**src/rtl/keyfile_reader_if.sv**
```systemverilog
// openMSP430 peripheral bus bundle: the CPU drives address/data/enables,
// the peripheral returns read data combinationally in the same cycle.
interface keyfile_reader_if;
    logic [13:0] per_addr;
    logic [15:0] per_din;
    logic        per_en;
    logic [1:0]  per_we;
    logic [15:0] per_dout;

    modport master (
        output per_addr, per_din, per_en, per_we,
        input  per_dout
    );

    modport slave (
        input  per_addr, per_din, per_en, per_we,
        output per_dout
    );
endinterface

```
**src/rtl/keyfile_reader.sv**
```systemverilog
// Read-once keyfile shadow: snapshots the radio-side key, shifts it into a shadow
// register SHIFT_W bits per cycle, and zeroizes the shadow once every word is read.
module keyfile_reader #(
    parameter logic [14:0] BASE_ADDR = 15'h00B0,
    parameter int          DEC_WD    = 4,
    parameter int          SHIFT_W   = 4
) (
    input  logic              mclk,
    input  logic              puc_rst,
    keyfile_reader_if.slave   bus,
    input  logic              smclk_en,
    input  logic [63:0]       key_data_in,
    output logic              irq_key
);

    localparam int NSTEP = 64 / SHIFT_W;
    localparam int CNT_W = (NSTEP > 1) ? $clog2(NSTEP) : 1;

    localparam logic [DEC_WD-1:0] OFF_CTRL = DEC_WD'(4'h0);
    localparam logic [DEC_WD-1:0] OFF_STAT = DEC_WD'(4'h2);
    localparam logic [DEC_WD-1:0] OFF_KEY0 = DEC_WD'(4'h4);
    localparam logic [DEC_WD-1:0] OFF_KEY3 = DEC_WD'(4'hA);

    typedef enum logic [1:0] {
        ST_IDLE  = 2'd0,
        ST_LOAD  = 2'd1,
        ST_VALID = 2'd2
    } state_t;

    state_t             state_q,   state_d;
    logic [63:0]        capture_q, capture_d;
    logic [63:0]        shadow_q,  shadow_d;
    logic [CNT_W-1:0]   cnt_q,     cnt_d;
    logic               irq_en_q,  irq_en_d;
    logic               stale_q,   stale_d;
    logic [3:0]         rdmask_q,  rdmask_d;
    logic               irq_key_q, irq_key_d;

    // Bus decode
    logic              reg_sel, reg_wr, reg_rd, ctrl_wr, load_stb, clr_stb, key_rd;
    logic [DEC_WD-1:0] reg_off, key_rel;
    logic [1:0]        key_idx;
    logic [3:0]        rdmask_new;
    logic [15:0]       key_word, rd_data;
    logic [63:0]       cap_aligned;

    assign reg_sel  = bus.per_en & (bus.per_addr[13:DEC_WD-1] == BASE_ADDR[14:DEC_WD]);
    assign reg_off  = {bus.per_addr[DEC_WD-2:0], 1'b0};
    assign reg_wr   = reg_sel & (|bus.per_we);
    assign reg_rd   = reg_sel & ~(|bus.per_we);
    assign ctrl_wr  = reg_wr & (reg_off == OFF_CTRL);
    assign load_stb = ctrl_wr & bus.per_din[0];
    assign clr_stb  = ctrl_wr & bus.per_din[1];

    assign key_rd   = reg_rd & (reg_off >= OFF_KEY0) & (reg_off <= OFF_KEY3);
    assign key_rel  = reg_off - OFF_KEY0;
    assign key_idx  = key_rel[2:1];
    assign rdmask_new = rdmask_q | (4'b0001 << key_idx);

    // MSB-first slice of the frozen capture for the current transfer step
    assign cap_aligned = capture_q << (32'(cnt_q) * SHIFT_W);

    logic unused_ok;
    assign unused_ok = &{1'b0, smclk_en, bus.per_din[15:3]};

    always_comb begin
        case (key_idx)
            2'd0:    key_word = shadow_q[63:48];
            2'd1:    key_word = shadow_q[47:32];
            2'd2:    key_word = shadow_q[31:16];
            default: key_word = shadow_q[15:0];
        endcase
    end

    always_comb begin
        rd_data = 16'h0000;
        case (reg_off)
            OFF_CTRL: rd_data = {13'd0, irq_en_q, 2'b00};
            OFF_STAT: rd_data = {8'd0, rdmask_q, 1'b0, stale_q,
                                 state_q == ST_VALID, state_q == ST_LOAD};
            default:  if (key_rd && state_q == ST_VALID) rd_data = key_word;
        endcase
    end

    assign bus.per_dout = reg_rd ? rd_data : 16'h0000;
    assign irq_key      = irq_key_q;

    always_comb begin
        // NOTE: every _d gets a hold default first so no path leaves it unassigned (no latches).
        state_d   = state_q;
        capture_d = capture_q;
        shadow_d  = shadow_q;
        cnt_d     = cnt_q;
        irq_en_d  = ctrl_wr ? bus.per_din[2] : irq_en_q;
        stale_d   = stale_q;
        rdmask_d  = rdmask_q;
        irq_key_d = 1'b0;

        case (state_q)
            ST_IDLE: begin
                if (load_stb) begin
                    capture_d = key_data_in;
                    shadow_d  = 64'd0;
                    cnt_d     = '0;
                    state_d   = ST_LOAD;
                end
            end
            ST_LOAD: begin
                shadow_d = {shadow_q[63-SHIFT_W:0], cap_aligned[63 -: SHIFT_W]};
                cnt_d    = cnt_q + CNT_W'(1);
                if (cnt_q == CNT_W'(NSTEP - 1)) begin
                    state_d   = ST_VALID;
                    rdmask_d  = 4'h0;
                    stale_d   = 1'b0;
                    irq_key_d = irq_en_q;
                end
            end
            ST_VALID: begin
                if (key_data_in != capture_q) stale_d = 1'b1;
                if (key_rd) begin
                    if (rdmask_new == 4'hF) begin
                        shadow_d = 64'd0;
                        rdmask_d = 4'h0;
                        state_d  = ST_IDLE;
                    end else begin
                        rdmask_d = rdmask_new;
                    end
                end
            end
            default: state_d = ST_IDLE;
        endcase

        // CLR overrides everything, including a LOAD in the same write
        if (clr_stb) begin
            shadow_d  = 64'd0;
            capture_d = 64'd0;
            rdmask_d  = 4'h0;
            stale_d   = 1'b0;
            cnt_d     = '0;
            irq_key_d = 1'b0;
            state_d   = ST_IDLE;
        end
    end

    // NOTE: sequential state uses non-blocking assignments so all flops update together.
    always_ff @(posedge mclk or posedge puc_rst) begin
        if (puc_rst) begin
            state_q   <= ST_IDLE;
            capture_q <= 64'd0;
            shadow_q  <= 64'd0;
            cnt_q     <= '0;
            irq_en_q  <= 1'b0;
            stale_q   <= 1'b0;
            rdmask_q  <= 4'h0;
            irq_key_q <= 1'b0;
        end else begin
            state_q   <= state_d;
            capture_q <= capture_d;
            shadow_q  <= shadow_d;
            cnt_q     <= cnt_d;
            irq_en_q  <= irq_en_d;
            stale_q   <= stale_d;
            rdmask_q  <= rdmask_d;
            irq_key_q <= irq_key_d;
        end
    end

endmodule

```
**src/flat_wrapper.sv**
```systemverilog
// flat-port wrapper written by rule: the top's interface ports become plain ports
module keyfile_reader_flat 
#(
    parameter logic [14:0] BASE_ADDR = 15'h00B0,
    parameter int          DEC_WD    = 4,
    parameter int          SHIFT_W   = 4
)
  (mclk, puc_rst, smclk_en, key_data_in, irq_key, bus_per_addr, bus_per_din, bus_per_en, bus_per_we, bus_per_dout);
  keyfile_reader_if bus_i ();
  input  logic mclk;
  input  logic puc_rst;
  input  logic smclk_en;
  input  logic [63:0] key_data_in;
  output logic irq_key;
  input wire logic [$bits(bus_i.per_addr)-1:0] bus_per_addr;
  input wire logic [$bits(bus_i.per_din)-1:0] bus_per_din;
  input wire logic [$bits(bus_i.per_en)-1:0] bus_per_en;
  input wire logic [$bits(bus_i.per_we)-1:0] bus_per_we;
  output wire logic [$bits(bus_i.per_dout)-1:0] bus_per_dout;
  assign bus_i.per_addr = bus_per_addr;
  assign bus_i.per_din = bus_per_din;
  assign bus_i.per_en = bus_per_en;
  assign bus_i.per_we = bus_per_we;
  assign bus_per_dout = bus_i.per_dout;
  keyfile_reader #(.BASE_ADDR(BASE_ADDR), .DEC_WD(DEC_WD), .SHIFT_W(SHIFT_W)) u_core (.mclk(mclk), .puc_rst(puc_rst), .bus(bus_i), .smclk_en(smclk_en), .key_data_in(key_data_in), .irq_key(irq_key));
endmodule
```
**config.mk**
```make
export PLATFORM = sky130hd
export DESIGN_NAME = keyfile_reader_flat
export DESIGN_NICKNAME = d
export VERILOG_FILES = /design/src/rtl/keyfile_reader_if.sv /design/src/rtl/keyfile_reader.sv /design/src/flat_wrapper.sv
export SDC_FILE = /design/constraint.sdc
export NUM_CORES = 1
export LEC_CHECK = 0
export ABC_AREA = 0
export CORE_MARGIN = 4
export CORE_UTILIZATION = 50
export CTS_BUF_LIST = sky130_fd_sc_hd__clkbuf_16
export CTS_CLUSTER_SIZE = 14
export DETAILED_ROUTE_END_ITERATION = 12
export GPL_TIMING_DRIVEN = 1
export PLACE_DENSITY = 0.77
export SLEW_MARGIN = 15
export SYNTH_ARGS = -nofsm -noshare
export SYNTH_HDL_FRONTEND = slang
export SYNTH_SLANG_ARGS = --single-unit
```
**constraint.sdc**
```tcl
create_clock -name mclk -period 4.75 [get_ports mclk]
set_input_delay 1.1875 -clock mclk [delete_from_list [all_inputs] [get_ports mclk]]
set_output_delay 1.1875 -clock mclk [all_outputs]
set_load 0.05 [all_outputs]
```
==> results of run 1 <==
[critical path: cells and delay by family]
kind                   cells  cell delay [ns]
buffers and inverters      2             0.60
AO/OA/AOI/OAI              1             0.56
AND/OR/NAND/NOR            3             0.96
[flip-flops by register name, summed over array words and instances (netlist names)]
name	count
u_core.irq_key	1
u_core.rdmask_q	4
u_core.irq_en_q	1
u_core.shadow_q	64
u_core.stale_q	1
u_core.capture_q	64
u_core.cnt_q	4
u_core.state_q	2
[kinds of logic after synthesis]
family,after synthesis,share of synthesized area [%]
flip-flops,141,44.49
AND/OR/NAND/NOR,156,9.891
buffers and inverters,113,7.761
XOR/XNOR,65,7.178
multiplexers,103,16.75
adder cells (fa/ha/maj),5,0.7888
AO/OA/AOI/OAI,127,13.14
[metrics by stage]
step           worst slack, ns  instances  utilization, %  area [µm²]  hold slack, ns
5_1_grt                 0.1583       1023           63.80        9807          0.5567
6_report                0.2465       1023           63.80        9807          0.5198
3_3_place_gp            0.3640        991           59.65        9169          0.5041
3_5_place_dp            0.3036        991           59.65        9169          0.5156
4_1_cts                 0.2669       1023           63.78        9803          0.5248
2_1_floorplan           0.3604        710               -        7941          0.4751
[where the power goes]
| part | internal, mW | switching (mW) |
|---|---|---|
| combinational | 0.496 | 0.631 |
| clock | 0.888 | 0.562 |
| sequential | 1.29 | 0.135 |
| total | 2.67 | 1.33 |
[final cells by class]
class                   instances  area [µm²]  share of cell area, %
clock buffers                  17       425.4                  4.338
multi-input cells             456        3817                  38.93
repair buffers                115        1304                  13.29
clock inverters                15       209.0                  2.131
flip-flops and latches        141        3528                  35.98
inverters                      68       259.0                  2.641
well taps                     211       264.0                  2.692
[worst max-delay path by stage]
stage,slack [ns],end
6_report,0.25,bus_per_dout[1]
3_5_place_dp,0.30,bus_per_dout[1]
5_1_grt,0.16,bus_per_dout[1]
3_3_place_gp,0.36,bus_per_dout[1]
4_1_cts,0.27,bus_per_dout[1]
2_1_floorplan,0.36,bus_per_dout[1]
[per-layer routing]
metal / global-route usage (%) / up-vias / part of all wire, %
met5: 0 / - / 0
met4: 8.800 / 0 / 3.1
met3: 4.239 / 46 / 5.5
met2: 37.14 / 232 / 49
met1: 30.14 / 3047 / 42
li1: - / 2716 / -
[synthesized netlist by cell type (2+ instances only)]
cell type / instances / share of area, %
a41oi_1: 2 / 0.22
nor4_1: 14 / 1.1
a31oi_1: 2 / 0.16
buf_1: 2 / 0.095
o2bb2ai_1: 5 / 0.55
and2_1: 11 / 0.87
and3_1: 5 / 0.39
buf_6: 8 / 1.1
a22o_1: 66 / 7.3
nor2_1: 24 / 1.1
mux2_2: 6 / 0.85
mux4_2: 23 / 6.5
mux2i_1: 72 / 9.1
buf_2: 11 / 0.69
xor2_1: 57 / 6.3
clkbuf_1: 16 / 0.76
inv_1: 68 / 3.2
ha_1: 5 / 0.79
mux2_1: 2 / 0.28
nand3_1: 4 / 0.25
a211oi_1: 3 / 0.28
o21ai_0: 8 / 0.50
nand2_1: 68 / 3.2
dfrtp_1: 141 / 44
a21oi_1: 4 / 0.25
nand4_1: 6 / 0.47
xnor2_1: 8 / 0.88
buf_12: 7 / 1.8
o31a_1: 2 / 0.22
nor3_1: 8 / 0.50
a221oi_1: 8 / 0.88
a22oi_1: 11 / 1.0
nor4b_1: 2 / 0.22
nor2b_1: 2 / 0.16
==> flow_metrics.env, run 1 <==
export IMPL_die_area_um2=17940
export IMPL_portBuffers=102
export IMPL_hold_path_startpoint="u_core.shadow_q[63]"
export IMPL_cts_resized=0
export IMPL_grt_total_usage_pct=22.69
export IMPL_drive_gt1_share_pct=12.68
export IMPL_skew_ns=0.007420
export IMPL_fin_crit_ns=4.503
export IMPL_initial_core_util_pct=51.60
export IMPL_relSlewSlack_pct=49.70
export IMPL_p_leak_nw=4.343
export IMPL_reg2reg_to="u_core.rdmask_q[2]"
export IMPL_vias=6041
export IMPL_gp_congestion=0.8625
export IMPL_antenna_left=0
export IMPL_status="complete, no violations"
export IMPL_grt_ovfl_total=0
export IMPL_cts_setup_buffers=0
export IMPL_cp_slowest_cell="a2111oi_2"
export IMPL_worstMarginPinSlew_ns=0.7545
export IMPL_crit_type="input pin to output pin"
export IMPL_worstReg2RegStart="u_core.cnt_q[0]"
export IMPL_clkSinkCount=141
export IMPL_clockBufferDepth=2
export IMPL_num_rows=45
export IMPL_rrSetupSlack_ns=2.25
export IMPL_grt_max_degree=142
export IMPL_power_total_mw=4.003
export IMPL_grt_pass1_vias=6350
export IMPL_syn_num_nets=815
export IMPL_fin_nets=904
export IMPL_whs_path_depth=2
export IMPL_finalCritPeriodShare_pct=94.81
export IMPL_clk_latency_ns=0.42
export IMPL_num_antenna_cells=0
export IMPL_drtIter0Drc=531
export IMPL_yosysWarnings=0
export IMPL_whs_endpoint="u_core.shadow_q[63]"
export IMPL_syn_cell_area_um2=7931
export IMPL_fmax_mhz=222.1
export IMPL_hpwl_um=13680
export IMPL_routed_wl_um=19720
export IMPL_drc_errors=0
export IMPL_grt_pass1_wl_um=32460
export IMPL_antenna_found_initial=0
export IMPL_hold_buffers=0
export IMPL_vias_per_cell=5.905
export IMPL_nFillCells=1161
export IMPL_crit_fanout=7
export IMPL_reg2reg_depth=6
export IMPL_peakVddDrop_v=0.0002725
export IMPL_avgSynthCellArea_um2=11.17
export IMPL_drtPass1Iterations=5
export IMPL_ys_async_sr_fraction_pct=100.0
export IMPL_mostFrequentLayoutCell="dfrtp_1"
export IMPL_worstPathArrival_ns=3.32
export IMPL_cts_tree="built"
export IMPL_max_stage_delay_ns=0.56
export IMPL_htree_num_levels=4
export IMPL_core_area_um2=15370
export IMPL_final_cell_mix="dfrtp_1, clkdlybuf4s50_1, mux2i_1, nand2_1, inv_1"
export IMPL_power_density_nw_per_um2=408.2
export IMPL_critPathLaunch="bus_per_addr[10]"
export IMPL_end_kind="output pin"
export IMPL_hold_viol=0
export IMPL_startpoint_type="input pin"
export IMPL_path_cells="clkdlybuf4s50_1 -> nor4b_1 -> and3_1 -> nand2_1 -> a2111oi_2 -> buf_12"
export IMPL_synth_distinct_cells=63
export IMPL_areaGrowthSynthToFinish_pct=23.65
export IMPL_hold_path_class="register to register"
export IMPL_ys_flop_type="dfrtp_1"
export IMPL_tns_ns=0
export IMPL_required_ns=3.56
export IMPL_ios=117
export IMPL_dieHeight_um=133.9
export IMPL_clk_pin_slew_ns=0.06
export IMPL_die_w_um=133.9
export IMPL_avgRoutedWirePerCell_um=19.27
export IMPL_setup_viol=0
export IMPL_ys_seq_elements=141
export IMPL_cap_viol_max_count=0
export IMPL_cts_root_buf="clkbuf_16"
export IMPL_report_final_slew_viol_count=0
export IMPL_rsz0062_at_grt="no"
export IMPL_synth_edf_count=0
export IMPL_synth_cells=710
export IMPL_cts_buffers=17
export IMPL_ys_seq_area_share_pct=44.49
Note: power is estimated with default switching activity, not from simulation.
==> run 2: changes to the inputs <==
--- a/config.mk
+++ b/config.mk
@@ -12,6 +12,7 @@
 export CTS_CLUSTER_SIZE = 14
 export DETAILED_ROUTE_END_ITERATION = 12
 export GPL_TIMING_DRIVEN = 1
+export MAX_ROUTING_LAYER = met4
 export PLACE_DENSITY = 0.77
 export SLEW_MARGIN = 15
 export SYNTH_ARGS = -nofsm -noshare
==> run 2 against run 1 <==
- worst hold slack about the same
- via count increased by 0.35%
- cell count stayed put
- sequential power about the same
- clock skew barely moved
- highest routed layer unchanged
- wire length is 0.52% higher
- total power grew 0.12%
- largest power group unchanged
==> flow_metrics.env, run 2 (same netlist as run 1, synthesis figures left out) <==
export IMPL_clkSinkCount=141
export IMPL_mostFrequentLayoutCell="dfrtp_1"
export IMPL_max_stage_delay_ns=0.58
export IMPL_portBuffers=102
export IMPL_p_leak_nw=4.343
export IMPL_setup_viol=0
export IMPL_htree_num_levels=4
export IMPL_cp_slowest_cell="a2111oi_2"
export IMPL_dp_cells=991
export IMPL_cap_viol_max_count=0
export IMPL_cts_buffers=17
export IMPL_worstMarginPinSlew_ns=0.7502
export IMPL_finalCritPeriodShare_pct=94.91
export IMPL_fin_crit_ns=4.508
export IMPL_fmax_mhz=221.8
export IMPL_end_kind="output pin"
export IMPL_drtPass1Iterations=7
export IMPL_grt_max_degree=142
export IMPL_wl_met3_um=1090
export IMPL_reg2reg_to="u_core.rdmask_q[2]"
export IMPL_num_rows=45
export IMPL_cts_setup_buffers=0
export IMPL_hpwl_um=13680
export IMPL_num_antenna_cells=0
export IMPL_antenna_found_initial=0
export IMPL_hold_worst_slack_ns=0.5198
export IMPL_hold_viol=0
export IMPL_die_area_um2=17940
export IMPL_power_density_nw_per_um2=408.7
export IMPL_critPathLaunch="bus_per_addr[10]"
export IMPL_final_cells=1023
export IMPL_grt_ovfl_total=0
export IMPL_drive_gt1_share_pct=12.68
export IMPL_path_cells="clkdlybuf4s50_1 -> nor4b_1 -> and3_1 -> nand2_1 -> a2111oi_2 -> buf_12"
export IMPL_drtIter0Drc=552
export IMPL_vias_per_cell=5.926
export IMPL_initial_core_util_pct=51.60
export IMPL_relSlewSlack_pct=49.98
export IMPL_cts_root_buf="clkbuf_16"
export IMPL_top_layer="met4"
export IMPL_die_w_um=133.9
export IMPL_dieHeight_um=133.9
export IMPL_path_delay_family="simple AND/OR/NAND/NOR gates"
export IMPL_worstReg2RegStart="u_core.cnt_q[0]"
export IMPL_fin_ws_ns=0.2417
export IMPL_avgRoutedWirePerCell_um=19.37
export IMPL_crit_cells=6
export IMPL_top_regs="u_core.capture_q x64, u_core.shadow_q x64"
export IMPL_vias=6062
export IMPL_regArea_um2=3528
export IMPL_rrSetupSlack_ns=2.23
export IMPL_antenna_left=0
export IMPL_wl_met2_um=9784
export IMPL_required_ns=3.56
export IMPL_ios=117
export IMPL_hold_path_startpoint="u_core.shadow_q[63]"
export IMPL_worstPathArrival_ns=3.32
export IMPL_whs_endpoint="u_core.shadow_q[63]"
export IMPL_clockBufferDepth=2
export IMPL_cts_resized=0
export IMPL_tns_ns=0
export IMPL_hold_path_class="register to register"
export IMPL_drc_errors=0
export IMPL_grt_pass1_wl_um=32480
export IMPL_core_area_um2=15370
export IMPL_drt_met1_wl_um=8320
export IMPL_gp_congestion=0.8765
export IMPL_fin_nets=904
export IMPL_clk_latency_ns=0.43
export IMPL_cts_tree="built"
export IMPL_startpoint_type="input pin"
export IMPL_crit_fanout=7
export IMPL_pre_cts_ws_ns=0.3036
export IMPL_multi_input_area_um2=3817
export IMPL_reg2reg_depth=6
export IMPL_skew_ns=0.007593
export IMPL_clk_pin_slew_ns=0.06
export IMPL_nFillCells=1161
export IMPL_areaGrowthSynthToFinish_pct=23.65
export IMPL_grt_pass1_vias=6331
export IMPL_final_cell_mix="dfrtp_1, clkdlybuf4s50_1, mux2i_1, nand2_1, inv_1"
export IMPL_hold_buffers=0
export IMPL_report_final_slew_viol_count=0
export IMPL_grt_total_usage_pct=23.35
export IMPL_routed_wl_um=19820
export IMPL_whs_path_depth=2
export IMPL_rsz0062_at_grt="no"
export IMPL_worst_path_buf_inv=2
export IMPL_status="complete, no violations"
export IMPL_crit_type="input pin to output pin"
export IMPL_peakVddDrop_v=0.0002712
## run 2: how the worst max path moves through the flow
stage                                  to  slack [ns]
final                     bus_per_dout[1]        0.24
after global placement    bus_per_dout[1]        0.36
after global routing      bus_per_dout[1]        0.14
after CTS                 bus_per_dout[1]        0.27
after detailed placement  bus_per_dout[1]        0.30
after floorplan           bus_per_dout[1]        0.36
## run 2: layout make-up
| type | instances | area share [%] |
|---|---|---|
| multi-input cells | 456 | 38.93 |
| inverters | 68 | 2.641 |
| clock inverters | 15 | 2.131 |
| well taps | 211 | 2.692 |
| flip-flops and latches | 141 | 35.98 |
| repair buffers | 115 | 13.29 |
| clock buffers | 17 | 4.338 |
## run 2: layer usage
layer | up-vias | track usage (%)
met5 | - | -
met4 | 0 | 8.514
li1 | 2722 | -
met3 | 47 | 4.126
met1 | 3057 | 30.11
met2 | 236 | 37.34
## run 2: where the power goes
part	switching (mW)	internal (mW)
sequential	0.135	1.29
combinational	0.636	0.496
clock	0.563	0.888
total	1.33	2.67
## run 2: tightest hold or removal path: cells and delay by family (launching register included)
kind     cells  cell delay (ns)
buf+inv      1             0.05
flops        1             0.37
mux          1             0.05
## run 2: per-stage QoR
stage,util (%),power (mW),instance area [µm²]
5_1_grt,63.80,4.167,9807
2_1_floorplan,-,2.376,7941
3_3_place_gp,59.65,2.504,9169
6_report,63.80,4.008,9807
4_1_cts,63.78,4.009,9803
3_5_place_dp,59.65,2.550,9169
